<file path="src/rtl/round_pkg.sv">
// Shared definitions for the round manager: FSM state codes, bet sides,
// tally/credit limits and the tie payout multiplier.
package round_pkg;

  localparam logic [2:0] ST_IDLE   = 3'd0;
  localparam logic [2:0] ST_CLEAR  = 3'd1;
  localparam logic [2:0] ST_PLAY   = 3'd2;
  localparam logic [2:0] ST_SETTLE = 3'd3;
  localparam logic [2:0] ST_HOLD   = 3'd4;
  localparam logic [2:0] ST_OVER   = 3'd5;

  typedef enum logic [1:0] {
    BET_PLAYER = 2'd0,
    BET_DEALER = 2'd1,
    BET_TIE    = 2'd2,
    BET_NONE   = 2'd3
  } bet_side_e;

  localparam logic [3:0] TALLY_MAX  = 4'd15;
  localparam logic [7:0] CREDIT_MAX = 8'd255;
  localparam int         TIE_PAYOUT = 8;

  // Tallies stick at TALLY_MAX instead of wrapping back to zero.
  function automatic logic [3:0] tally_inc(input logic [3:0] t);
    return (t == TALLY_MAX) ? t : t + 4'd1;
  endfunction

endpackage

</file>
<file path="src/rtl/round_manager_rise_detect.sv">
// One-bit registered rising-edge detector. RESET_VAL = 1 makes a level that
// is already high when reset releases look like "no new edge".
module rise_detect #(
  parameter logic RESET_VAL = 1'b1
) (
  input  logic clk_i,
  input  logic rst_ni,
  input  logic d_i,
  output logic rise_o
);

  logic hist_q;

  always_ff @(posedge clk_i or negedge rst_ni) begin
    if (!rst_ni) hist_q <= RESET_VAL;
    else         hist_q <= d_i;
  end

  assign rise_o = d_i & ~hist_q;

endmodule

</file>
<file path="src/rtl/round_manager.sv">
// Betting round manager: accepts deals, restarts the round sequencer, settles
// wagers and tallies. Optional PLAY watchdog enabled by `define ROUND_TIMEOUT_EN.
module round_manager
  import round_pkg::*;
#(
  parameter int INIT_CREDITS   = 100,
  parameter int TIMEOUT_CYCLES = 15
) (
  input  logic       slow_clock,
  input  logic       resetb,
  input  logic       deal_req,
  input  logic [1:0] bet_side,
  input  logic [3:0] bet_amt,
  input  logic       player_win_light,
  input  logic       dealer_win_light,
  output logic       round_resetb,
  output logic       busy,
  output logic [7:0] credits,
  output logic [3:0] pwins,
  output logic [3:0] dwins,
  output logic [3:0] ties,
  output logic       timeout_err,
  output logic       game_over
);

  logic [2:0] state_q, state_d;
  bet_side_e  side_q, side_d;
  logic [3:0] bet_q, bet_d;
  logic       plight_q, plight_d, dlight_q, dlight_d;
  logic [7:0] credits_q, credits_d;
  logic [3:0] pwins_q, pwins_d, dwins_q, dwins_d, ties_q, ties_d;
  logic       rrb_q;
  logic       deal_rise;
  logic [3:0] eff_bet;
  logic       res_tie, res_player, res_dealer;
  logic [9:0] gain, sum;
  logic [3:0] loss;
  logic [7:0] settled;

`ifdef ROUND_TIMEOUT_EN
  localparam logic [3:0] TIMEOUT_LAST = 4'(TIMEOUT_CYCLES - 1);
  logic [3:0] cnt_q, cnt_d;
  logic       terr_q, terr_d;
`else
  logic unused_timeout;
  assign unused_timeout = ^4'(TIMEOUT_CYCLES);
`endif

  rise_detect #(.RESET_VAL(1'b1)) u_deal_edge (
    .clk_i  (slow_clock),
    .rst_ni (resetb),
    .d_i    (deal_req),
    .rise_o (deal_rise)
  );

  assign eff_bet    = ({4'd0, bet_amt} > credits_q) ? credits_q[3:0] : bet_amt;
  assign res_tie    = plight_q & dlight_q;
  assign res_player = plight_q & ~dlight_q;
  assign res_dealer = dlight_q & ~plight_q;

  // Wins add (and may saturate); losses were clamped at accept so cannot underflow.
  always_comb begin
    gain = '0;
    loss = '0;
    case (side_q)
      BET_PLAYER: if (res_player) gain = {6'd0, bet_q}; else if (res_dealer) loss = bet_q;
      BET_DEALER: if (res_dealer) gain = {6'd0, bet_q}; else if (res_player) loss = bet_q;
      BET_TIE:    if (res_tie) gain = 10'(TIE_PAYOUT) * {6'd0, bet_q}; else loss = bet_q;
      default: ;
    endcase
  end

  assign sum     = {2'b00, credits_q} + gain;
  assign settled = (gain != '0) ? ((sum > {2'b00, CREDIT_MAX}) ? CREDIT_MAX : sum[7:0])
                                : credits_q - {4'd0, loss};

  always_comb begin
    state_d   = state_q;
    side_d    = side_q;
    bet_d     = bet_q;
    plight_d  = plight_q;
    dlight_d  = dlight_q;
    credits_d = credits_q;
    pwins_d   = pwins_q;
    dwins_d   = dwins_q;
    ties_d    = ties_q;
`ifdef ROUND_TIMEOUT_EN
    terr_d    = terr_q;
`endif
    case (state_q)
      ST_IDLE: begin
        if (deal_rise) begin
          state_d = ST_CLEAR;
          side_d  = bet_side_e'(bet_side);
          bet_d   = eff_bet;
`ifdef ROUND_TIMEOUT_EN
          terr_d  = 1'b0;
`endif
        end
      end
      ST_CLEAR: state_d = ST_PLAY;
      ST_PLAY: begin
        if (player_win_light || dealer_win_light) begin
          state_d  = ST_SETTLE;
          plight_d = player_win_light;
          dlight_d = dealer_win_light;
        end
`ifdef ROUND_TIMEOUT_EN
        else if (cnt_q == TIMEOUT_LAST) begin
          state_d = ST_IDLE;
          terr_d  = 1'b1;
        end
`endif
      end
      ST_SETTLE: begin
        credits_d = settled;
        if (res_tie)    ties_d  = tally_inc(ties_q);
        if (res_player) pwins_d = tally_inc(pwins_q);
        if (res_dealer) dwins_d = tally_inc(dwins_q);
        state_d = (settled == 8'd0) ? ST_OVER : ST_HOLD;
      end
      ST_HOLD:  if (!deal_req) state_d = ST_IDLE;
      ST_OVER:  state_d = ST_OVER;
      default:  state_d = ST_IDLE;
    endcase
  end

  // round_resetb is registered so the sequencer sees a clean, glitch-free pulse.
  always_ff @(posedge slow_clock or negedge resetb) begin
    if (!resetb) begin
      state_q   <= ST_IDLE;
      side_q    <= BET_NONE;
      bet_q     <= '0;
      plight_q  <= 1'b0;
      dlight_q  <= 1'b0;
      credits_q <= 8'(INIT_CREDITS);
      pwins_q   <= '0;
      dwins_q   <= '0;
      ties_q    <= '0;
      rrb_q     <= 1'b0;
    end else begin
      state_q   <= state_d;
      side_q    <= side_d;
      bet_q     <= bet_d;
      plight_q  <= plight_d;
      dlight_q  <= dlight_d;
      credits_q <= credits_d;
      pwins_q   <= pwins_d;
      dwins_q   <= dwins_d;
      ties_q    <= ties_d;
      rrb_q     <= (state_d != ST_CLEAR);
    end
  end

`ifdef ROUND_TIMEOUT_EN
  assign cnt_d = (state_q == ST_PLAY) ? cnt_q + 4'd1 : 4'd0;

  always_ff @(posedge slow_clock or negedge resetb) begin
    if (!resetb) begin
      cnt_q  <= '0;
      terr_q <= 1'b0;
    end else begin
      cnt_q  <= cnt_d;
      terr_q <= terr_d;
    end
  end

  assign timeout_err = terr_q;
`else
  assign timeout_err = 1'b0;
`endif

  assign round_resetb = rrb_q;
  assign busy         = (state_q == ST_CLEAR) || (state_q == ST_PLAY) || (state_q == ST_SETTLE);
  assign credits      = credits_q;
  assign pwins        = pwins_q;
  assign dwins        = dwins_q;
  assign ties         = ties_q;
  assign game_over    = (credits_q == 8'd0);

endmodule

</file>
<file path="config.mk">
export PLATFORM = sky130hd
export DESIGN_NAME = round_manager
export DESIGN_NICKNAME = d
export VERILOG_FILES = /design/src/rtl/round_pkg.sv /design/src/rtl/round_manager_rise_detect.sv /design/src/rtl/round_manager.sv
export SDC_FILE = /design/constraint.sdc
export NUM_CORES = 1
export LEC_CHECK = 0
export CAP_MARGIN = 40
export CORE_MARGIN = 1.5
export CORE_UTILIZATION = 49
export DETAILED_ROUTE_END_ITERATION = 10
export PLACE_DENSITY_LB_ADDON = 0.08
export REMOVE_ABC_BUFFERS = 1
export SLEW_MARGIN = 0
export SYNTH_ARGS = -nofsm -noshare
export SYNTH_HDL_FRONTEND = slang
export SYNTH_SLANG_ARGS = --single-unit
</file>
<file path="constraint.sdc">
create_clock -name slow_clock -period 2.86 [get_ports slow_clock]
set_input_delay 0.429 -clock slow_clock [delete_from_list [all_inputs] [get_ports slow_clock]]
set_output_delay 0.429 -clock slow_clock [all_outputs]
set_load 0.01 [all_outputs]
</file>
==> metrics.cfg <==
[grt]
antenna_found_initial = 0
grt_pass1_wl_um = 9780
gr-total-overflow = 0
grt_max_degree = 34
track_usage = 0.243
grt_pass1_vias = 2089

[timing]
worst_slack_ns = -0.0795
slew_headroom = 0.574
fin_skew_ns = 0.00625
hold_viol_final = 0
period_needed_ns = 2.94
tightest_slew_ns = 0.635
finalSetupTns_ns = -0.0862
fmax_ghz = 0.340
final_max_slew_viol_count = 0
finalCritPeriodShare = 1.03
setup_violations = 2
rsz0062_at_grt = true

[synthesis]
synth-xor-area-share = 0.0561
synthAdderAreaFrac = 0.113
synth_mux_area_frac = 0.0283
seq_area_frac_synth = 0.356
synth-edff-count = 0
syn_inst = 268
synth_top_family_by_area = simple AND/OR/NAND/NOR gates
ys_types = 52
syn_area_sq_um = 2340
synth_top_area_share = 0.289
synth-compound-area-share = 0.158
synthArstFlopShare = 1.00
synthSimpleGateAreaFrac = 0.260
synth_seq_cells = 33
synth.area.top_cells = dfrtp_1 (29%), ha_1 (9.6%), dfstp_2 (6.7%)
yosysWarnings = 0
avgSynthCellArea_sq_um = 8.74
yosysTopAreaCell = dfrtp_1
dominantRegCellSynth = dfrtp_1

[layout]
final_util = 0.701
fin_area_sq_um = 3130
diodes = 0
area_delta_synth_final_pct = 33.9
final_cell_mix = nand2_1 (34), clkdlybuf4s50_1 (33), nor2_1 (27)
final_common_cell = nand2_1
layout-drive-gt1-share = 0.210
fin_nets = 358
finalNonFillerCells = 380

[setup_path]
cp_slowest_cell = dfstp_2
worstPathArrival_ns = 3.11
crit_chain = buf_6 -> buf_4 -> nand3b_1 -> a21oi_1 -> buf_4 -> and2_1 -> ha_2 -> fa_2 -> a21o_1 -> a21oi_2 -> nor2b_1 -> nor3_1 -> o32ai_2 -> a22o_1 -> a31o_1
crit_top_cell = buf_4
crit_required_ns = 3.03
startpoint_type = flip-flop
crit_type = flip-flop to flip-flop
slowest_delay_ns = 0.40
cp-end-kind = flip-flop
path_max_fanout = 4

[floorplanning]
die_h_um = 72.1
io_pins = 35
initial_core_util = 0.523
fp.coreArea_sq_um = 4470
dieWidth_um = 72.1
rows = 24
fp.dieArea_sq_um = 5200

[route]
via_count = 2166
wirelength_um = 5880
wl_per_cell_um = 15.5
post-route-drc-count = 0
antenna_left = 0
drt_iter0_markers = 144
drt-vias-per-instance = 5.70
dr.pass1.iters = 4

[cts]
cts_buffer_depth = 2
htree_levels = 2
cts.sinks = 33
clockRootBuffer = clkbuf_8
clock_latency_ns = 0.28
ctsHoldBuffers = 0
cts_buffers = 5
cts_tree = done
cts.clk_slew.worst_paths_ns = 0.07

[run_status]
violations = setup timing
status = finished, violations left

[pwr]
ir_drop_mv = 0.249
power.density_nw_per_um2 = 309
p_leak_nw = 1.40

[placement]
dpl-instance-area_sq_um = 2840
gp_congestion = 0.867
port_buffers = 33
placed_cells = 364
hpwl_um = 4250
dpl_worst_slack_ns = -0.150

[hold_path]
hold_class = flip-flop to flip-flop

[flow_run]
drv_cap = 0

-- layer usage --
metal | global-route usage | part of all wire | routed length, um | vias up
met5 | 0 | 0 | 0 | -
li1 | - | - | - | 1077
met4 | 0.101 | 0.026 | 150 | 0
met1 | 0.311 | 0.45 | 2620 | 1025
met2 | 0.413 | 0.49 | 2890 | 51
met3 | 0.0375 | 0.038 | 222 | 13
-- logic make-up (layout without fill, tap and decap cells) --
| group | after synthesis | in the layout |
|---|---|---|
| other | 1 | 1 |
| multiplexers | 6 | 6 |
| buffers and inverters | 15 | 75 |
| AO/OA/AOI/OAI | 57 | 57 |
| AND/OR/NAND/NOR | 121 | 121 |
| adder cells (fa/ha/maj) | 20 | 20 |
| flip-flops | 33 | 33 |
| XOR/XNOR | 15 | 15 |
-- report_power, final --
part	switching [mW]	internal [mW]	total, mW
clock	0.178	0.283	0.461
sequential	0.000185	0.468	0.468
combinational	0.0197	0.0182	0.0379
total	0.198	0.770	0.968
-- timing repair --
| action | CTS | global route |
|---|---|---|
| pin swaps | 8 | 11 |
| setup endpoints to repair | 4 | 9 |
| gates resized for setup | 11 | 18 |
| cloned | 0 | 0 |
| setup buffers | 6 | 2 |
-- path summary, 6_finish.rpt --
kind                       startpoint    endpoint  slack (ns)  cells after the start
min in group asynchronous      resetb    dwins[0]        0.54                      2
setup / recovery            side_q[0]  state_q[0]       -0.08                     15
hold reg to reg               ties[3]     ties[3]        0.51                      1
max in group asynchronous      resetb  credits[6]        1.96                      2
setup reg to reg            side_q[0]  state_q[0]       -0.08                     15
hold / removal                ties[3]     ties[3]        0.51                      1
-- cells in the mapped netlist (all sizes together), types with 3 or more instances --
library cell,number
nand2,34
nor2,28
dfrtp,27
ha,18
o21ai,17
a21oi,14
nand3,10
xnor2,9
nor3,8
and2,7
inv,7
nand4,7
dfstp,6
nor2b,6
o21a,6
xor2,6
mux2,5
buf,4
clkbuf,4
a22o,3
a31o,3
or2,3
or3,3
-- metrics by stage --
step | power (mW) | hold WS [ns]
2_1_floorplan | 0.487 | 0.133
3_3_place_gp | 0.514 | 0.490
3_5_place_dp | 0.515 | 0.505
4_1_cts | 0.982 | 0.516
5_1_grt | 1.00 | 0.536
6_report | 0.968 | 0.508
-- flip-flops by register name (all words and copies together) (netlist names) --
signal              flops
credits                 8
bet_q                   4
dwins                   4
pwins                   4
ties                    4
state_q                 3
side_q                  2
dlight_q                1
plight_q                1
round_resetb            1
u_deal_edge.hist_q      1
-- final cells by class --
| type | count | area, sq um |
|---|---|---|
| clock buffer | 6 | 82.6 |
| clock inverter | 2 | 37.5 |
| fill | 354 | 1340 |
| inverter | 7 | 26.3 |
| multi-input combinational | 220 | 1550 |
| sequential | 33 | 835 |
| tap | 52 | 65.1 |
| timing repair buffer | 60 | 541 |
-- critical path, delay by kind of cell (launching register included) --
kind / cells / cell delay (ns)
DFF: 1 / 0.40
buffers and inverters: 3 / 0.39
adders and majority gates: 2 / 0.54
AOI/OAI and AO/OA: 6 / 0.98
and+or+nand+nor: 4 / 0.51
Power figures use the tool's default switching activity.
